[config.mk]
export PLATFORM = sky130hd
export DESIGN_NAME = jtag_tap_ctrl
export DESIGN_NICKNAME = d
export VERILOG_FILES = /design/src/rtl/jtag_pkg.sv /design/src/rtl/jtag_clk_gate.sv /design/src/rtl/jtag_tap_ctrl.sv
export SDC_FILE = /design/constraint.sdc
export NUM_CORES = 1
export LEC_CHECK = 0
export BUFFER_PORTS_ARGS = -buffer_cell sky130_fd_sc_hd__buf_2
export CORE_MARGIN = 2
export CORE_UTILIZATION = 52
export CTS_CLUSTER_DIAMETER = 60
export DETAILED_ROUTE_END_ITERATION = 10
export PLACE_DENSITY = 0.8
export SYNTH_ARGS = -nofsm -noshare
export SYNTH_HDL_FRONTEND = slang
export SYNTH_SLANG_ARGS = --single-unit
[constraint.sdc]
create_clock -name tck -period 2.07 [get_ports tck]
set_input_delay 0.207 -clock tck [delete_from_list [all_inputs] [get_ports tck]]
set_output_delay 0.207 -clock tck [all_outputs]
set_load 0.01 [all_outputs]
[src/rtl/jtag_pkg.sv]
// Shared TAP definitions: state encoding, opcodes, capture constants and the
// 1149.1 state transition function.
package jtag_pkg;

  localparam int unsigned IR_W = 4;
  localparam int unsigned ID_W = 32;

  // Standard 1149.1 reference encoding, which keeps debug dumps familiar
  typedef enum logic [3:0] {
    EXIT2_DR         = 4'h0,
    EXIT1_DR         = 4'h1,
    SHIFT_DR         = 4'h2,
    PAUSE_DR         = 4'h3,
    SELECT_IR        = 4'h4,
    UPDATE_DR        = 4'h5,
    CAPTURE_DR       = 4'h6,
    SELECT_DR        = 4'h7,
    EXIT2_IR         = 4'h8,
    EXIT1_IR         = 4'h9,
    SHIFT_IR         = 4'hA,
    PAUSE_IR         = 4'hB,
    RUN_IDLE         = 4'hC,
    UPDATE_IR        = 4'hD,
    CAPTURE_IR       = 4'hE,
    TEST_LOGIC_RESET = 4'hF
  } tap_state_t;

  localparam logic [IR_W-1:0] OP_EXTEST = 4'b0000;
  localparam logic [IR_W-1:0] OP_SAMPLE = 4'b0001;
  localparam logic [IR_W-1:0] OP_INTEST = 4'b0010;
  localparam logic [IR_W-1:0] OP_IDCODE = 4'b1110;
  localparam logic [IR_W-1:0] OP_BYPASS = 4'b1111;

  localparam logic [IR_W-1:0] IR_CAPTURE     = 4'b0001;
  localparam logic [ID_W-1:0] IDCODE_DEFAULT = 32'h1923_4001;

  function automatic tap_state_t tap_next(input tap_state_t s, input logic tms);
    tap_state_t n;
    n = TEST_LOGIC_RESET;
    case (s)
      TEST_LOGIC_RESET: n = tms ? TEST_LOGIC_RESET : RUN_IDLE;
      RUN_IDLE:         n = tms ? SELECT_DR        : RUN_IDLE;
      SELECT_DR:        n = tms ? SELECT_IR        : CAPTURE_DR;
      CAPTURE_DR:       n = tms ? EXIT1_DR         : SHIFT_DR;
      SHIFT_DR:         n = tms ? EXIT1_DR         : SHIFT_DR;
      EXIT1_DR:         n = tms ? UPDATE_DR        : PAUSE_DR;
      PAUSE_DR:         n = tms ? EXIT2_DR         : PAUSE_DR;
      EXIT2_DR:         n = tms ? UPDATE_DR        : SHIFT_DR;
      UPDATE_DR:        n = tms ? SELECT_DR        : RUN_IDLE;
      SELECT_IR:        n = tms ? TEST_LOGIC_RESET : CAPTURE_IR;
      CAPTURE_IR:       n = tms ? EXIT1_IR         : SHIFT_IR;
      SHIFT_IR:         n = tms ? EXIT1_IR         : SHIFT_IR;
      EXIT1_IR:         n = tms ? UPDATE_IR        : PAUSE_IR;
      PAUSE_IR:         n = tms ? EXIT2_IR         : PAUSE_IR;
      EXIT2_IR:         n = tms ? UPDATE_IR        : SHIFT_IR;
      UPDATE_IR:        n = tms ? SELECT_DR        : RUN_IDLE;
      default:          n = TEST_LOGIC_RESET;
    endcase
    return n;
  endfunction

  function automatic logic is_bsr_op(input logic [IR_W-1:0] op);
    return (op == OP_EXTEST) || (op == OP_SAMPLE) || (op == OP_INTEST);
  endfunction

  function automatic logic is_bs_en_op(input logic [IR_W-1:0] op);
    return (op == OP_EXTEST) || (op == OP_INTEST);
  endfunction

endpackage

[src/rtl/jtag_clk_gate.sv]
// Glitch-free clock gate: enable is captured while clk is low and ANDed with
// clk, so every output pulse is a whole high phase of clk.
module jtag_clk_gate (
  input  logic clk,
  input  logic en,
  output logic gclk
);

  logic en_lat;

  always_latch begin
    if (!clk) en_lat <= en;
  end

  assign gclk = clk & en_lat;

endmodule

[src/rtl/jtag_tap_ctrl.sv]
// IEEE 1149.1 TAP controller for the s9234 boundary-scan chain: TAP FSM,
// 4-bit IR, IDCODE and BYPASS registers, BSR control strobes and TDO mux.
module jtag_tap_ctrl
  import jtag_pkg::*;
#(
  parameter logic [ID_W-1:0] IDCODE = IDCODE_DEFAULT
) (
  input  logic            tck,
  input  logic            reset,
  input  logic            tms,
  input  logic            tdi,
  output logic            tdo,
  output logic            tdo_en,
  output logic            bsr_tdi,
  input  logic            tdo_bsr,
  output logic            clockdr,
  output logic            updatedr,
  output logic            shiftdr,
  output logic            bs_en,
  output logic [3:0]      tap_state,
  output logic [IR_W-1:0] ir_q
);

  tap_state_t      state;
  tap_state_t      state_nxt;
  logic [IR_W-1:0] ir_sr;
  logic [IR_W-1:0] ir_nxt;
  logic [ID_W-1:0] id_sr;
  logic            bypass_q;
  logic            bsr_sel;
  logic            id_sel;
  logic            cd_en;
  logic            ud_en;
  logic            shiftdr_nxt;
  logic            tdo_en_nxt;
  logic            bs_en_nxt;

  // State register
  always_ff @(posedge tck) begin
    if (reset) state <= TEST_LOGIC_RESET;
    else       state <= state_nxt;
  end

  // Next state, next registered outputs, gate enables and TDO mux
  always_comb begin
    state_nxt   = tap_next(state, tms);
    ir_nxt      = ir_q;
    bsr_sel     = is_bsr_op(ir_q);
    id_sel      = (ir_q == OP_IDCODE);
    cd_en       = 1'b0;
    ud_en       = 1'b0;
    tdo         = 1'b0;

    if (state_nxt == TEST_LOGIC_RESET) ir_nxt = OP_IDCODE;
    else if (state == UPDATE_IR)       ir_nxt = ir_sr;

    bs_en_nxt   = is_bs_en_op(ir_nxt);
    shiftdr_nxt = (state_nxt == SHIFT_DR);
    tdo_en_nxt  = (state_nxt == SHIFT_DR) || (state_nxt == SHIFT_IR);

    // Reset kills the enables in the low phase so the reset edge never strobes the BSR
    if (!reset && bsr_sel) begin
      cd_en = (state == CAPTURE_DR) || (state == SHIFT_DR);
      ud_en = (state == UPDATE_DR);
    end

    case (state)
      SHIFT_IR: tdo = ir_sr[0];
      SHIFT_DR: begin
        if (bsr_sel)     tdo = tdo_bsr;
        else if (id_sel) tdo = id_sr[0];
        else             tdo = bypass_q;
      end
      default:  tdo = 1'b0;
    endcase
  end

  // IR, IDCODE and bypass registers plus registered Moore outputs
  always_ff @(posedge tck) begin
    if (reset) begin
      ir_q     <= OP_IDCODE;
      ir_sr    <= IR_CAPTURE;
      id_sr    <= '0;
      bypass_q <= 1'b0;
      bs_en    <= 1'b0;
      shiftdr  <= 1'b0;
      tdo_en   <= 1'b0;
    end else begin
      ir_q    <= ir_nxt;
      bs_en   <= bs_en_nxt;
      shiftdr <= shiftdr_nxt;
      tdo_en  <= tdo_en_nxt;
      case (state)
        CAPTURE_IR: ir_sr <= IR_CAPTURE;
        SHIFT_IR:   ir_sr <= {tdi, ir_sr[IR_W-1:1]};
        CAPTURE_DR: begin
          id_sr    <= IDCODE;
          bypass_q <= 1'b0;
        end
        SHIFT_DR: begin
          if (id_sel)        id_sr    <= {tdi, id_sr[ID_W-1:1]};
          else if (!bsr_sel) bypass_q <= tdi;
        end
        default: ;
      endcase
    end
  end

  assign tap_state = state;
  assign bsr_tdi   = tdi;

  jtag_clk_gate u_clockdr_gate (
    .clk  (tck),
    .en   (cd_en),
    .gclk (clockdr)
  );

  jtag_clk_gate u_updatedr_gate (
    .clk  (tck),
    .en   (ud_en),
    .gclk (updatedr)
  );

endmodule
* Word-level counts from Yosys, hierarchy flattened
Index checks and enable logic that the tools add are counted. Widths: inputs -> output; s select.
Operators by class: divide/modulo/power cells 0, reductions and logical operators 17, $mul 0, bitwise gates (word level) 2, equal/unequal tests 25, add/subtract/negate cells 0, order comparisons 0, shifts and indexed selects 0, mux-type cells 28
Operators by type and width (count):
- $pmux 32 s2 | 1
- $pmux 4 s12 | 1
- $eq 4x4->1 const B | 11
- $mux 32 | 1
- $eq 4x2->1 const B | 5
- $eq 4x3->1 const B | 4
- $logic_not 4->1 | 3
- $mux 2 | 6
- $mux 3 | 4
- $mux 4 | 3
- $mux 1 | 9
- $eq 4x1->1 const B | 2
- $pmux 4 s2 | 1
- $ne 2x2->1 const B | 3
- $logic_or 1x1->1 | 5
- $pmux 1 s2 | 2
- $reduce_bool 2->1 | 2
- $reduce_or 2->1 | 2
- $reduce_and 3->1 | 1
- $reduce_or 3->1 | 1
- $and 1x1->1 | 2
- $reduce_and 2->1 | 1
- $logic_and 1x1->1 | 1
- $logic_not 1->1 | 1
Storage, ports and cells: bits in latches 2, memory bits (writable) 0, input bits 5, bits in registers 48, ROM bits 0, output and inout bits 15, memories kept 0

* Longest topological paths before layout
depth in word-level cells 7, mapped depth 6, mapped depth without buffers 4

* By module
From an unflattened synthesis, not the netlist that was laid out.
Second synthesis, totals: cells, all modules 206, area total of the unflattened synthesis 1893.1 µm²
By module, submodules not included:
- jtag_tap_ctrl | instances 1, sequential area each 960.9 µm², cells an instance 202, area each 1850.5 µm²
- jtag_clk_gate | instances 2, sequential area each 0.0 µm², cells an instance 2, area each 21.3 µm²

==> impl_metrics.tcl <==
set metrics [dict create \
    drt-total-wl_um 4090 \
    r2r_start "ir_q[0]$_SDFF_PP0_" \
    syn_inst 206 \
    tightest_slew_ps 744 \
    drcViolationCount 0 \
    critPathMaxFanout 1 \
    io_pins 20 \
    leakagePower_nw 0.923 \
    dr.pass1.iters 4 \
    critPathBufInv 1 \
    crit_chain "and2_4, buf_6" \
    io_buffers 19 \
    drive_gt1_frac 0.246 \
    grt.overflow.total 0 \
    crit_family "latches" \
    first_global_vias 1537 \
    ys_ff_latch 50 \
    die_width_um 64.3 \
    layout_setup_ws_ps -276 \
    syn_nets 211 \
    worst_ep_arrival_time_ps 2140 \
    crit_type "latch2out" \
    setup_viol 4 \
    ant_nets 0 \
    fin_area_mm2 0.00228 \
    synthTopCellsByArea "dfxtp_1 51%, a22oi_1 9.5%, nor2_1 6.7%" \
    maxSlewViolCount 0 \
    rsz0062_at_grt "true" \
    slew_headroom 0.504 \
    grt_max_degree 36 \
    drv_cap 0 \
    grt_use_total 0.224 \
    syn_area_per_cell_um2 9.19 \
    start_util 0.554 \
    antenna_found_initial 0 \
    max_stage_delay_ps 420 \
    vdd_ir_drop_max_mv 0.587 \
    placedInstanceArea_mm2 0.00209 \
    diodes 0 \
    fp.dieH_um 64.3 \
    power_mw 1.89 \
    cp.required_ps 1860 \
    dp_slack_ps 111 \
    grt_first_pass_wirelength_um 6930 \
    r2r_cells 3 \
    dieArea_mm2 0.00414 \
    violations "negative setup slack" \
    routabilityCongestion 0.816 \
    setup_tns_ps -533 \
    syn_area_mm2 0.00189 \
    multi_input_area_um2 828 \
    status "complete, but fails checks" \
    synth_ff_type "dfxtp_1" \
    synth_edf_count 0 \
    core_mm2 0.00342 \
    insertion_delay_ps 470 \
    r2r_end "u_updatedr_gate.en_lat$_DLATCH_N_" \
    fill_cells 266 \
    critPathLaunchType "latch" \
    ys_warn_count 0 \
    viasPerCell 5.76 \
    synth.top_cell.area_share 0.508 \
    num-nets-final 247 \
    cp_slowest_cell "dlxtn_1" \
    r2r_setup_slack_ps 50 \
    drtIter0Drc 147 \
    hold_depth 2 \
    min_from "tms" \
    hold_viol_final 0 \
    cts_tree "built" \
    row_count 21 \
    finalClockSkew_ps 6.14 \
    final_core_util 0.668 \
    powerDensity_mw_per_mm2 829 \
    synth_area_leader_cell "dfxtp_1" \
    worstHoldPathType "in2reg" \
    yosysUniqueCellTypes 39 \
    wl_per_cell_um 14.1 \
    ys_async_sr_fraction 0 \
    holdPathEnd "tdo_en$_SDFF_PP0_" \
    path_clk_slew_ps 130 \
    hpwl_um 2610 \
    vias 1671 \
    regArea_um2 993 \
    critPathCaptureType "primary output" \
    areaGrowthSynthToFinish_pct 20.6 \
]
state kept, by name, summed over array words and instances, names as in the netlist:
signal,flops
tdo_en,1
tap_state,4
shiftdr,1
u_updatedr_gate.en_lat,1
ir_sr,4
u_clockdr_gate.en_lat,1
ir_q,4
bypass_q,1
id_sr,32
bs_en,1
metal layers:
layer,wire length (um),part of all wire,global-route usage
met3,210,0.051,0.0898
met2,1980,0.48,0.329
met5,0,0,0
met1,1820,0.44,0.270
met4,80,0.020,0.146
per-stage QoR:
stage / cells / hold WS (ps)
2_1_floorplan: 206 / 335
3_3_place_gp: 271 / 409
3_5_place_dp: 271 / 409
4_1_cts: 285 / 14.0
5_1_grt: 290 / 16.3
6_report: 290 / 23.1
Yosys cell counts (3+ instances only):
library cell	instances
mux2i_1	4
inv_1	4
a21oi_1	6
nand3_1	4
buf_4	3
nand4_1	3
buf_2	4
clkbuf_1	9
dfxtp_1	48
o21bai_1	3
a22oi_1	24
nor2_1	34
nor3_1	3
o21ai_0	5
nor4_1	3
o22ai_1	8
nand2_1	11
nor2b_1	5
logic make-up after synthesis:
family,count (synthesis),synth area share
buffers and inverters,20,0.0482
flip-flops,48,0.508
AND/OR/NAND/NOR,74,0.192
AO/OA/AOI/OAI,58,0.215
multiplexers,4,0.0212
latches,2,0.0159
layout make-up:
class / count / share of cell area
Clock inverter: 1 / 0.00329
Sequential cell: 50 / 0.435
Tap cell: 46 / 0.0252
Timing Repair Buffer: 39 / 0.114
Clock buffer: 14 / 0.0510
Inverter: 4 / 0.00877
Multi-Input combinational cell: 136 / 0.363
cell usage in the layout, fill, tap and decap left out, drive strengths merged, types with 3 or more instances in the layout:
master and instances:
a21oi 7, a22oi 24, buf 40, clkbuf 12, dfxtp 48, inv 4
mux2i 4, nand2 11, nand3 4, nand4 3, nor2 34, nor2b 5
nor3 4, nor4 3, o21ai 5, o21bai 3, o22ai 8
what timing repair did:
item	4_1_cts	5_1_grt
cloned	0	0
hold buffers	1	0
gates resized for setup	4	8
setup buffers	0	5
pin swaps	1	2
setup endpoints to repair	5	5
hold endpoints to repair	1	0
power breakdown:
group / switching (mW) / internal [mW] / leakage, nW
sequential: 0.0135 / 0.974 / 0.403
clock: 0.332 / 0.300 / 0.0754
combinational: 0.155 / 0.118 / 0.444
worst max-delay path by stage:
stage	startpoint	endpoint	slack, ps	cells past startpoint
final	u_clockdr_gate.en_lat$_DLATCH_N_	clockdr	-280	2
after global routing	u_clockdr_gate.en_lat$_DLATCH_N_	clockdr	-310	2
after CTS	u_clockdr_gate.en_lat$_DLATCH_N_	clockdr	-280	2
after detailed placement	ir_q[0]$_SDFF_PP0_	u_updatedr_gate.en_lat$_DLATCH_N_	110	3
after global placement	ir_q[0]$_SDFF_PP0_	u_updatedr_gate.en_lat$_DLATCH_N_	140	3
after floorplan	tap_state[1]$_SDFF_PP1_	u_clockdr_gate.en_lat$_DLATCH_N_	0	3
Note: power is estimated with default switching activity, not from simulation.
